<file path="config.mk">
export PLATFORM = sky130hd
export DESIGN_NAME = mp64_sram_bport_ctrl
export DESIGN_NICKNAME = d
export VERILOG_FILES = /design/src/rtl/mp64_sram_bport_ctrl.sv
export SDC_FILE = /design/constraint.sdc
export NUM_CORES = 1
export LEC_CHECK = 0
export CORE_ASPECT_RATIO = 0.6
export CORE_UTILIZATION = 47
export CTS_BUF_LIST = sky130_fd_sc_hd__clkbuf_16
export DETAILED_ROUTE_END_ITERATION = 7
export PLACE_DENSITY = 0.78
export RECOVER_POWER = 25
export SLEW_MARGIN = 5
export SYNTH_ARGS = -nofsm -noshare
export SYNTH_HDL_FRONTEND = slang
export SYNTH_SLANG_ARGS = --single-unit
</file>
<file path="constraint.sdc">
create_clock -name clk -period 2.15 [get_ports clk]
set_input_delay 0.215 -clock clk [delete_from_list [all_inputs] [get_ports clk]]
set_output_delay 0.215 -clock clk [all_outputs]
set_load 0.03 [all_outputs]
</file>
<file path="src/rtl/mp64_sram_bport_ctrl.sv">
// Port B request controller for mp64_sram_dp.
// Turns valid/ready read/write requests into SRAM strobes. Partial writes
// are done as read-modify-write, since the SRAM port has no byte enables.
// Read data is returned on a single-entry buffered response channel.
//
// state    | meaning
// ---------+-----------------------------------------------------------
// IDLE     | waiting for a request; ready when no response is stuck
// RD_ISSUE | read strobe on the SRAM
// RD_DATA  | SRAM read data valid; captured into the response buffer
// WR_ISSUE | full-word write strobe
// RMW_RD   | read strobe for the old row contents
// RMW_WAIT | old data valid; byte merge registered
// RMW_WR   | write strobe with the merged word
module mp64_sram_bport_ctrl #(
    parameter int ADDR_W = 17,
    parameter int DATA_W = 64,
    parameter int BE_W   = DATA_W / 8
) (
    input  logic              clk,
    input  logic              rst_n,
    input  logic              req_valid,
    output logic              req_ready,
    input  logic              req_we,
    input  logic [ADDR_W-1:0] req_addr,
    input  logic [DATA_W-1:0] req_wdata,
    input  logic [BE_W-1:0]   req_be,
    output logic              rsp_valid,
    input  logic              rsp_ready,
    output logic [DATA_W-1:0] rsp_rdata,
    output logic              b_ce,
    output logic              b_we,
    output logic [ADDR_W-1:0] b_addr,
    output logic [DATA_W-1:0] b_wdata,
    input  logic [DATA_W-1:0] b_rdata,
    output logic              busy
);

    typedef enum logic [2:0] {
        IDLE     = 3'd0,
        RD_ISSUE = 3'd1,
        RD_DATA  = 3'd2,
        WR_ISSUE = 3'd3,
        RMW_RD   = 3'd4,
        RMW_WAIT = 3'd5,
        RMW_WR   = 3'd6
    } state_t;

    state_t              state_q, state_d;
    logic [ADDR_W-1:0]   addr_q;
    logic [DATA_W-1:0]   wdata_q;
    logic [BE_W-1:0]     be_q;
    logic [DATA_W-1:0]   merged_q;
    logic [DATA_W-1:0]   merged_d;
    logic                rsp_valid_q;
    logic [DATA_W-1:0]   rsp_rdata_q;
    logic                accept;

    // Only take a new request when the response slot is free or draining now,
    // so at most one read result is ever outstanding.
    assign req_ready = (state_q == IDLE) && (!rsp_valid_q || rsp_ready);
    assign accept    = req_valid && req_ready;

    assign rsp_valid = rsp_valid_q;
    assign rsp_rdata = rsp_rdata_q;
    assign busy      = (state_q != IDLE);
    assign b_addr    = addr_q;
    assign b_wdata   = (state_q == RMW_WR) ? merged_q : wdata_q;

    // State register.
    always_ff @(posedge clk or negedge rst_n) begin
        if (!rst_n) begin
            state_q <= IDLE;
        end else begin
            state_q <= state_d;
        end
    end

    // Next-state decode and SRAM strobes.
    always_comb begin
        state_d = state_q;
        b_ce    = 1'b0;
        b_we    = 1'b0;
        case (state_q)
            IDLE: begin
                if (accept) begin
                    if (!req_we) begin
                        state_d = RD_ISSUE;
                    end else if (req_be == '1) begin
                        state_d = WR_ISSUE;
                    end else if (req_be == '0) begin
                        // Nothing to write: drop the request without touching the SRAM.
                        state_d = IDLE;
                    end else begin
                        state_d = RMW_RD;
                    end
                end
            end
            RD_ISSUE: begin
                b_ce    = 1'b1;
                state_d = RD_DATA;
            end
            RD_DATA: begin
                state_d = IDLE;
            end
            WR_ISSUE: begin
                b_ce    = 1'b1;
                b_we    = 1'b1;
                state_d = IDLE;
            end
            RMW_RD: begin
                b_ce    = 1'b1;
                state_d = RMW_WAIT;
            end
            RMW_WAIT: begin
                state_d = RMW_WR;
            end
            RMW_WR: begin
                b_ce    = 1'b1;
                b_we    = 1'b1;
                state_d = IDLE;
            end
            default: begin
                state_d = IDLE;
            end
        endcase
    end

    // Per-byte merge of new write data over the old row contents.
    always_comb begin
        merged_d = '0;
        for (int i = 0; i < BE_W; i++) begin
            merged_d[i*8 +: 8] = be_q[i] ? wdata_q[i*8 +: 8] : b_rdata[i*8 +: 8];
        end
    end

    // Request latch, merge register and response buffer.
    always_ff @(posedge clk or negedge rst_n) begin
        if (!rst_n) begin
            addr_q      <= '0;
            wdata_q     <= '0;
            be_q        <= '0;
            merged_q    <= '0;
            rsp_valid_q <= 1'b0;
            rsp_rdata_q <= '0;
        end else begin
            if (accept) begin
                addr_q  <= req_addr;
                wdata_q <= req_wdata;
                be_q    <= req_be;
            end
            if (state_q == RMW_WAIT) begin
                merged_q <= merged_d;
            end
            // A capture cannot collide with a stuck response: reads are only
            // accepted once the slot is free or being consumed.
            if (state_q == RD_DATA) begin
                rsp_rdata_q <= b_rdata;
                rsp_valid_q <= 1'b1;
            end else if (rsp_valid_q && rsp_ready) begin
                rsp_valid_q <= 1'b0;
            end
        end
    end

endmodule

</file>
=== Yosys cells after proc, flatten, opt, wreduce, memory -nomap -nowiden ===
Cells that the tools add are included.

* Register bits after elaboration: 221
* Bits in latches: 0
* RAM bits: 0
* ROM bits: 0
* Input port bits: 158
* Logic and storage cells: 44
* Memories: 0

* $add $sub $neg: 0
* $mul: 0
* Divide/modulo/power cells: 0
* $lt $le $gt $ge: 0
* Equality and inequality tests: 8
* Shift operators: 0
* Muxes and demuxes: 18
* Bitwise operators: 0
* Reductions and logical operators: 11

{| class="wikitable"
|+ Operator list
! operator !! count
|-
| 64-bit two-way mux || 1
|-
| 8-bit two-way mux || 8
|-
| 3-bit two-way mux || 4
|-
| 3-bit case mux with 4 select lines || 1
|-
| 3-bit == test, second input constant || 3
|-
| 8-bit == test, second input constant || 1
|-
| 8-bit zero test || 1
|-
| 3-bit by 2-bit == test with 1-bit output, second input constant || 2
|-
| 1-bit two-way mux || 4
|-
| 4-bit OR reduction || 1
|-
| 3-bit by 1-bit == test with 1-bit output, second input constant || 1
|-
| 1-bit logical AND || 3
|-
| 3-bit zero test || 1
|-
| 3-bit nonzero test || 1
|-
| 2-bit inequality test, second input constant || 1
|-
| 2-bit nonzero test || 1
|-
| 2-bit OR reduction || 1
|-
| 1-bit zero test || 1
|-
| 1-bit logical OR || 1
|}

=== Longest topological paths before layout ===
* Word-level depth: 6
* Mapped depth: 6

=== Worst setup path after synthesis ===
Ideal clock, no wire load.

* Path kind: reg-to-output
* Start point: register state_q[2]
* End point: output port b_we
* Data arrival time: 1.410 ns
* Data required time: 1.935 ns
* Slack: 0.525 ns
* Cell stages (with the launch flop): 3
* Path through: dfrtp_1 -> xor2_1 -> and2_1

* Longest elaborated chain between the ends: 3
* Elaborated cells between the ends (all ways): 4
* Classes of those cells: 2 x eq/ne; 1 x mux; 1 x reduce/logical

{| class="wikitable"
|+ Ends and longest elaborated chain
! element !! RTL line !! text
|-
| from (decl) || 49 || <nowiki>state_t state_q, state_d;</nowiki>
|-
| from (signal assigned) || 75 || <nowiki>state_q <= state_d;</nowiki>
|-
| 3-bit == test or 3-bit by 2-bit == test with 1-bit output (tied branches) || 84 || <nowiki>case (state_q)</nowiki>
|-
| 2-bit OR reduction (no source line) * || - ||
|-
| 1-bit two-way mux * || 84 ||
|-
| to (decl) || 32 || <nowiki>output logic b_we,</nowiki>
|}

Every way passes the cells marked *; elsewhere a longest branch is shown, timed or not.

=== Worst setup path in the final report ===
* Start point: register state_q[0]
* End point: output port b_wdata[41]

* Longest elaborated chain between the ends: 2

{| class="wikitable"
|+ Ends and longest elaborated chain
! element !! RTL line !! text
|-
| 3-bit == test || 68 || <nowiki>assign b_wdata = (state_q == RMW_WR) ? merged_q : wdata_q;</nowiki>
|-
| 64-bit two-way mux || 68 ||
|-
| to (decl) || 34 || <nowiki>output logic [DATA_W-1:0] b_wdata,</nowiki>
|}

Every way passes these cells.

==> metrics.yaml <==
drt:
  post_drt_via_cell_ratio: 5.099
  vias: 6670
  firstDrtPassIters: 4
  wl_per_cell_um: 19.74
  drt-initial-drc-count: 420
  drt.antenna.violating_nets: 0
  totalWireLength_um: 25820
  drc: 0
cts:
  clock_latency_ns: 0.49
  h-tree-depth: 1
  cts_root_buf: "clkbuf_16"
  cts_made_buffers: 21
  clockBufferDepth: 3
  clock-sinks: 221
  clkTransAtPathRegs_ns: 0.07
  cts_tree: "done"
global_route:
  grt_first_pass_wirelength_um: 40410
  grt_max_degree: 75
  grt_usage_pct: 23.90
  grt_overflow: 0
  first_global_vias: 7043
  antenna_found_initial: 1
place:
  hpwl_um: 17750
  gp_congestion: 0.7959
  placed_area_um2: 13160
  io_buffers: 307
  post-place-cells: 1257
outcome:
  status: "finished with violations"
  violations: "negative setup slack"
layout:
  final_cells: 1308
  syn_to_final_growth_pct: 41.01
  stdcell_area_um2: 14070
  layout.nets: 1179
  multi_input_area_um2: 4101
  drive_above_1_share_pct: 33.37
  nFillCells: 1476
  final_util_pct: 68.92
  seqCellArea_um2: 5534
worst_setup_path:
  endpoint_kind: "primary output"
  cp_data_arrival_time_ns: 2.03
  r2r_slack_ns: 0.17
  required_ns: 1.93
  rr_startpoint: "state_q[1]"
  worstRegToRegCells: 5
  crit_fanout: 11
  r2r_end: "wdata_q[16]"
  path_class: "flop to primary output"
  worst_setup_path_start_kind: "flop"
die:
  die_x_um: 190.1
  core_um2: 20420
  die-area_um2: 21840
  rows: 40
  ios: 308
  die_y_um: 114.9
  start_util_pct: 48.87
pwr:
  pwr_density_cell_nw_per_um2: 1719
  p_total_w: 0.02419
  vdd_drop_max_mv: 1.063
  power.leakage_nw: 6.335
synth:
  synth_area_per_cell_um2: 14.22
  synth_fp_nets: 860
  synthDistinctLibCells: 27
  ys_ff_latch: 221
  synth_area_um2: 9980
  syn_inst: 702
  yosysWarnings: 0
  yosysSeqAreaShare_pct: 55.42
sta:
  fin_ws_ns: -0.09259
  setup_violations: 34
  skew_ns: 0.01094
  hold_ws_ns: 0.3346
  worstMarginPinSlew_ns: 1.333
  maxSlewHeadroom_pct: 11.10
  hold_violations: 0
  max_freq_mhz: 445.9
  finalCriticalPeriod_ns: 2.243
  drv_slew: 0
  fin_crit_sh_pct: 104.3
  rsz0062_at_grt: "true"
worst_hold_path:
  hold_depth: 2
  hold_path.startpoint: "req_wdata[25]"
  holdPathEnd: "wdata_q[25]"
  hold_path.class: "input port to flop"
flow_run:
  drv_cap: 0
==> sequential cells by signal, indices dropped and copies added (netlist names) <==
register   count
merged_q      64
rsp_rdata     64
wdata_q       64
b_addr        17
be_q           8
state_q        3
rsp_valid      1
==> kinds of logic (layout without fill, tap and decap cells) <==
group,count (synthesis),in the layout,synth area share [%]
AO/OA/AOI/OAI,68,68,3.536
flip-flops,221,221,55.42
other,0,1,0
buffers and inverters,48,380,3.699
multiplexers,281,281,33.46
XOR/XNOR,1,1,0.08778
AND/OR/NAND/NOR,83,83,3.799
==> worst max path at each step <==
stage                        endpoint  cells after the start       start  slack (ns)
after floorplan                  b_we                      2  state_q[2]        0.53
after global placement    b_wdata[24]                      4  state_q[0]        0.14
after detailed placement  b_wdata[30]                      4  state_q[0]         0.1
after CTS                 b_wdata[58]                      6  state_q[2]        -0.1
after global routing      b_wdata[41]                      6  state_q[0]       -0.17
final                     b_wdata[41]                      6  state_q[0]       -0.09
==> where the power goes <==
group / switching [W] / internal [W]
sequential: 0.00164 / 0.00631
clock: 0.00152 / 0.00176
combinational: 0.00636 / 0.00660
==> cell usage after synthesis <==
master	instances	area, um^2
dfrtp_1	221	5530
mux2_2	149	1678
mux2_4	68	1021
nand2_1	65	244.0
o21ai_0	65	325.3
mux2i_1	64	640.6
buf_4	13	97.59
clkbuf_1	10	37.54
buf_12	8	160.2
buf_2	8	40.04
buf_1	6	22.52
inv_1	3	11.26
nor2_1	3	11.26
and2_1	2	12.51
nand2b_1	2	12.51
nand3b_1	2	15.01
nand4_1	2	12.51
or4_1	2	15.01
a41o_1	1	10.01
and3_4	1	11.26
nand3_2	1	10.01
nor2b_1	1	6.260
nor3_4	1	16.27
nor3b_2	1	12.51
o2bb2ai_1	1	8.760
o41ai_1	1	8.760
xor2_1	1	8.760
==> stage by stage <==
step,setup WS [ns],setup TNS [ns]
5_1_grt,-0.1684,-6.069
3_3_place_gp,0.1429,0
6_report,-0.09259,-2.085
3_5_place_dp,0.09993,0
4_1_cts,-0.09606,-2.882
2_1_floorplan,0.5255,0
==> routing by layer <==
metal	track usage, %	vias up	routed length [um]
li1	-	3120	-
met1	34.01	3314	11980
met2	36.13	208	11380
met3	7.631	28	2034
met4	4.355	0	420
met5	0	-	0
==> cell type report <==
class / count / area share (%)
diodes: 1 / 0.01778
clock buffers: 21 / 3.734
clock inverters: 15 / 0.4090
inverters: 3 / 0.08002
multi-input cells: 433 / 29.15
flip-flops and latches: 221 / 39.33
well taps: 273 / 2.427
repair buffers: 341 / 24.86
==> layout by cell type, fill, tap and decap left out, types with 2 or more instances in the layout <==
master	count
mux2_4	72
clkdlybuf4s15_2	7
nand2_1	65
dfrtp_2	3
buf_12	9
buf_6	47
mux2_2	145
nor2_1	3
clkinv_1	5
or4_1	2
clkbuf_2	4
dfrtp_1	218
buf_4	28
mux2i_1	64
nand4_1	2
clkdlybuf4s50_1	238
clkbuf_4	2
o21ai_0	65
clkbuf_16	21
inv_1	12
and2_1	2
dlygate4sd2_1	2
nand2b_1	2
nand3b_1	2
==> critical path: stages, from the launching register on <==
cell      delay, ns
dfrtp_2        0.44
nand3b_1       0.21
buf_6          0.18
buf_12         0.13
buf_12         0.14
mux2_2         0.28
buf_6          0.14
==> what timing repair did <==
item / CTS / global route
hold endpoints to repair: 43 / 0
gates cloned: 2 / 0
pin swaps: 0 / 1
hold buffers: 1 / 0
endpoints found under the setup margin: 68 / 65
setup buffers: 8 / 5
resized for setup: 76 / 36
Power figures use the tool's default switching activity.
==> RTL change 1: new RTL, same flow settings <==
Change the parameter `ADDR_W` from 17 to 34.
--- a/src/rtl/mp64_sram_bport_ctrl.sv
+++ b/src/rtl/mp64_sram_bport_ctrl.sv
@@ -15,3 +15,3 @@
 module mp64_sram_bport_ctrl #(
-    parameter int ADDR_W = 17,
+    parameter int ADDR_W = 34,
     parameter int DATA_W = 64,
Interface: changed (resized b_addr and req_addr); port bits go from 308 to 342. No check against the original RTL was run, so the function may have changed too.
==> RTL change 1 against the unedited design <==
The run still ends with setup timing left; worst setup slack gained 86 ps; first-iteration DRC count fell by 21%; non-clock buffer count up 28; fmax increased by 4.0%; wire length up 11%; worst hold slack got worse by 21 ps; total power increased by 9.9%; register-to-register slack improved by 70 ps; synthesized cell count up 5.1%; sequential cell count up 17; final area increased by 8.3%; sequential power rose by 7.0%; area after synthesis is 7.8% higher.
==> RTL change 1: results (changes against the unedited design) <==
Worst R2R Setup Slack - 240 ps (+70 ps)
share of layout cells above drive strength 1 - 32.7% (-0.64 points)
CTS buffer count - 23 (+9.5%)
failing checks - setup timing
most common library cells after synthesis - dfrtp_1 (238), mux2_2 (136), mux2_4 (98), nand2_1 (65), o21ai_0 (65)
I/O Buffers - 341 (+11%)
worst vdd ir - 1.11 mV (+4.4%)
hold path startpoint - req_wdata[9]
CP arrival - 1940 ps (-90 ps)
status - complete, but fails checks
initial antenna violation count - 4 (+3)
Critical R2R Capture - b_addr[9]
first-pass GRT wire length - 44.0 mm (+8.9%)
DR WL/cell - 20.3 um (+2.7%)
Synthesized Nets - 913 (+6.2%)
post-synthesis sequential area ratio - 55.3% (-0.074 points)
leakage power - 6.86 nW (+8.2%)
PnR worst setup slack - -6.72 ps (+85.9 ps)
# setup viols final - 2 (-94%)
largest net degree at the start of global routing - 77 (+2.7%)
clk_lat worst skew - 510 ps (+20 ps)
Critical Path Slowest Stage Cell - dfrtp_1
Crit path largest cell delay - 380 ps (-60 ps)
crit path max fanout - 6 (-5)
Initial DRC Count - 330 (-21%)
fin nets - 1260 (+6.9%)
hold endpoint - wdata_q[9]
RTL change 1: changes by cell type after synthesis, sizes merged:
cell,delta
dfrtp,+17
mux2,+17
buf,+2
RTL change 1: metrics by stage:
stage                     setup WS, ps  hold WS, ps  area [sq um]  setup TNS (ps)  std cells
after floorplan                    525        -80.6         10800               0        738
after global placement             221          224         14300               0       1362
after detailed placement           204          235         14300               0       1362
after CTS                        -78.8          300         15200            -975       1403
after global routing             -79.1          307         15200           -1420       1405
final                            -6.72          314         15200           -11.2       1408
RTL change 1: final cells by class:
type                            count  area, sq um
Fill cell                        1550         6990
Sequential cell                   238         5960
Multi-Input combinational cell    450         4400
Timing Repair Buffer              369         3770
Clock buffer                       23          576
Tap cell                          308          385
Clock inverter                     14          135
Inverter                            3         11.3
Antenna cell                        3         7.51
RTL change 1: what timing repair did:
item	CTS	global route
gates resized for setup	38	50
endpoints found under the setup margin	62	65
hold buffers	1	0
buffers inserted	2	1
endpoints found under the hold margin	67	0
gates cloned	1	1
RTL change 1: cells by family after synthesis:
kind of cell,synth area share [%]
multiplexers,33.9
buffers and inverters,3.92
flip-flops,55.3
AO/OA/AOI/OAI,3.28
XOR/XNOR,0.0814
AND/OR/NAND/NOR,3.52
RTL change 1: worst max-delay path by stage:
stage                    start     endpoint  slack [ps]  cells past startpoint
finish              state_q[0]   b_wdata[4]          -7                      6
global route        state_q[0]  b_wdata[50]         -80                      6
CTS                 state_q[0]   b_wdata[2]         -80                      5
detailed placement  state_q[0]  b_wdata[60]         200                      4
global placement    state_q[0]  b_wdata[61]         220                      4
floorplan           state_q[2]         b_we         530                      2
RTL change 1: power by group:
part / switching (mW) / total (mW) / internal, mW
registers: 1.72 / 8.51 / 6.79
clock network: 1.66 / 3.95 / 2.28
logic: 6.96 / 14.1 / 7.17
RTL change 1: per-layer routing:
metal  global-route usage [%]  routed length (um)  vias up
met2                     37.5               12700      230
met3                     8.89                2630       28
met4                     4.46                 362        2
met5                        0                  13        -
met1                     32.8               12900     3532
li1                         -                   -     3301
==> RTL change 2: new RTL, same flow settings <==
Without the edit above. The 7 states of `state_t` get a Gray code encoding in 3 bits.
--- a/src/rtl/mp64_sram_bport_ctrl.sv
+++ b/src/rtl/mp64_sram_bport_ctrl.sv
@@ -39,9 +39,9 @@
     typedef enum logic [2:0] {
-        IDLE     = 3'd0,
-        RD_ISSUE = 3'd1,
-        RD_DATA  = 3'd2,
-        WR_ISSUE = 3'd3,
-        RMW_RD   = 3'd4,
-        RMW_WAIT = 3'd5,
-        RMW_WR   = 3'd6
+        IDLE     = 3'b000,
+        RD_ISSUE = 3'b001,
+        RD_DATA  = 3'b011,
+        WR_ISSUE = 3'b010,
+        RMW_RD   = 3'b110,
+        RMW_WAIT = 3'b111,
+        RMW_WR   = 3'b101
     } state_t;
Check against the original RTL: no difference found for any inputs over 4 cycles, from zero or initial values and one cycle with rst_n low; so few cycles prove little.
==> RTL change 2 against the unedited design <==
Wire length rose by 2.2%; critical path type unchanged; global-route usage rose by 1.3 points; worst setup slack got worse by 43 ps; final area rose by 0.34%; worst hold slack got worse by 2.1 ps; die area fell by 2.8%; sequential cell count did not move; largest power group unchanged; cell count rose by 0.61%; count of clock-buffer cells in the layout did not move; total power rose by 0.51%; clock power rose by 5%; first-iteration DRC count fell by 42%; the run ends with capacitance limit, slew limit, setup timing left; area after synthesis fell by 2.9%.
==> RTL change 2: results (changes against the unedited design) <==
Synthesized Nets - 871 (+1.3%)
Critical Path Slowest Stage Cell - dfrtp_1
crit path max fanout - 8 (-3)
mux cell area share after synthesis - 32.2% (-1.3 points)
CP arrival - 2070 ps (+40 ps)
drt total wl - 26.4 mm (+2.2%)
leakage power - 6.25 nW (-1.4%)
RePlAce Congestion - 0.828 (+4.1%)
status - complete, but fails checks
met3 wire length - 1.96 mm (-3.7%)
dpl cells - 1268 (+0.88%)
vias in the first global route - 7273 (+3.3%)
gr usage total - 25.2% (+1.3 points)
# setup viols final - 62 (+82%)
initial antenna violation count - 0 (-1)
worst vdd ir - 0.992 mV (-6.6%)
worst slack, placed - 26.6 ps (-73.3 ps)
vias - 6838 (+2.5%)
Crit. Startpoint - state_q[1]
most common library cells after synthesis - dfrtp_1 (221), mux2_2 (207), a21oi_1 (65), nor2_1 (65), mux2i_1 (64)
Slew Viols, Final - 57 (+57)
fin nets - 1192 (+1.1%)
CP endpoint - b_wdata[44]
Unique masters post-synth - 28 (+3.7%)
Net Sw Power - 9.62 mW (+1.0%)
complex-gate fraction of the synthesized area - 4.04% (+0.51 points)
1st-pass router iterations - 5 (+1)
Hold Slack - 333 ps (-2.09 ps)
first-pass GRT wire length - 41.5 mm (+2.6%)
slew of the pin with the lowest slew margin - 1510 ps (+175 ps)
PnR worst setup slack - -136 ps (-43.2 ps)
WL met2 - 12.1 mm (+6.2%)
ranking of synthesized cells by area - dfrtp_1 (57%), mux2_2 (24%), mux2i_1 (6.6%)
final setup TNS - -3750 ps (-1670 ps)
hold endpoint - wdata_q[56]
share of layout cells above drive strength 1 - 34.6% (+1.3 points)
Cell Area, Placed - 0.0132 sq mm (+0.31%)
worst reg-to-reg path cell count - 10 (+5)
skew final - 15.2 ps (+4.29 ps)
failing checks - capacitance limit, slew limit, setup timing
DPL Wire Length - 18.3 mm (+3.4%)
hold path startpoint - req_wdata[56]
post-synthesis sequential area ratio - 57.1% (+1.6 points)
largest net degree at the start of global routing - 59 (-21%)
Critical R2R Capture - wdata_q[44]
Initial DRC Count - 244 (-42%)
Synth Area in Adders - 0.516% (+0.52 points)
combinational power share - 53.3% (-0.3 points)
max cap viols - 1 (+1)
XOR/XNOR Fraction of Synth Area - 0% (-0.088 points)
[RTL change 2: cell types whose count changed after synthesis, sizes merged, moves of 2 or more]
cell,before,now
o21ai,65,2
a21oi,0,65
buf,35,44
clkbuf,10,2
ha,0,4
nor2,3,65
nand3b,2,0
nand2,65,3
[RTL change 2: area by class of cell]
cell class	instances	area, sq um
inverter	4	17.5
antenna	1	2.50
sequential	221	5530
fill	1442	6000
tap	273	342
clock inverter	14	83.8
multi-input combinational	438	4070
clock buffer	21	526
timing repair buffer	344	3540
[RTL change 2: per-layer routing]
metal	vias up	track usage, %
met3	29	6.45
met5	-	0
met4	0	5.15
li1	3147	-
met2	246	39.7
met1	3416	35.6
[RTL change 2: timing repair]
action	CTS	global route
hold endpoints to repair	53	0
gates resized for setup	415	23
pin swaps	2	3
hold buffers	1	0
buffers inserted	5	5
gates cloned	2	0
setup endpoints to repair	68	67
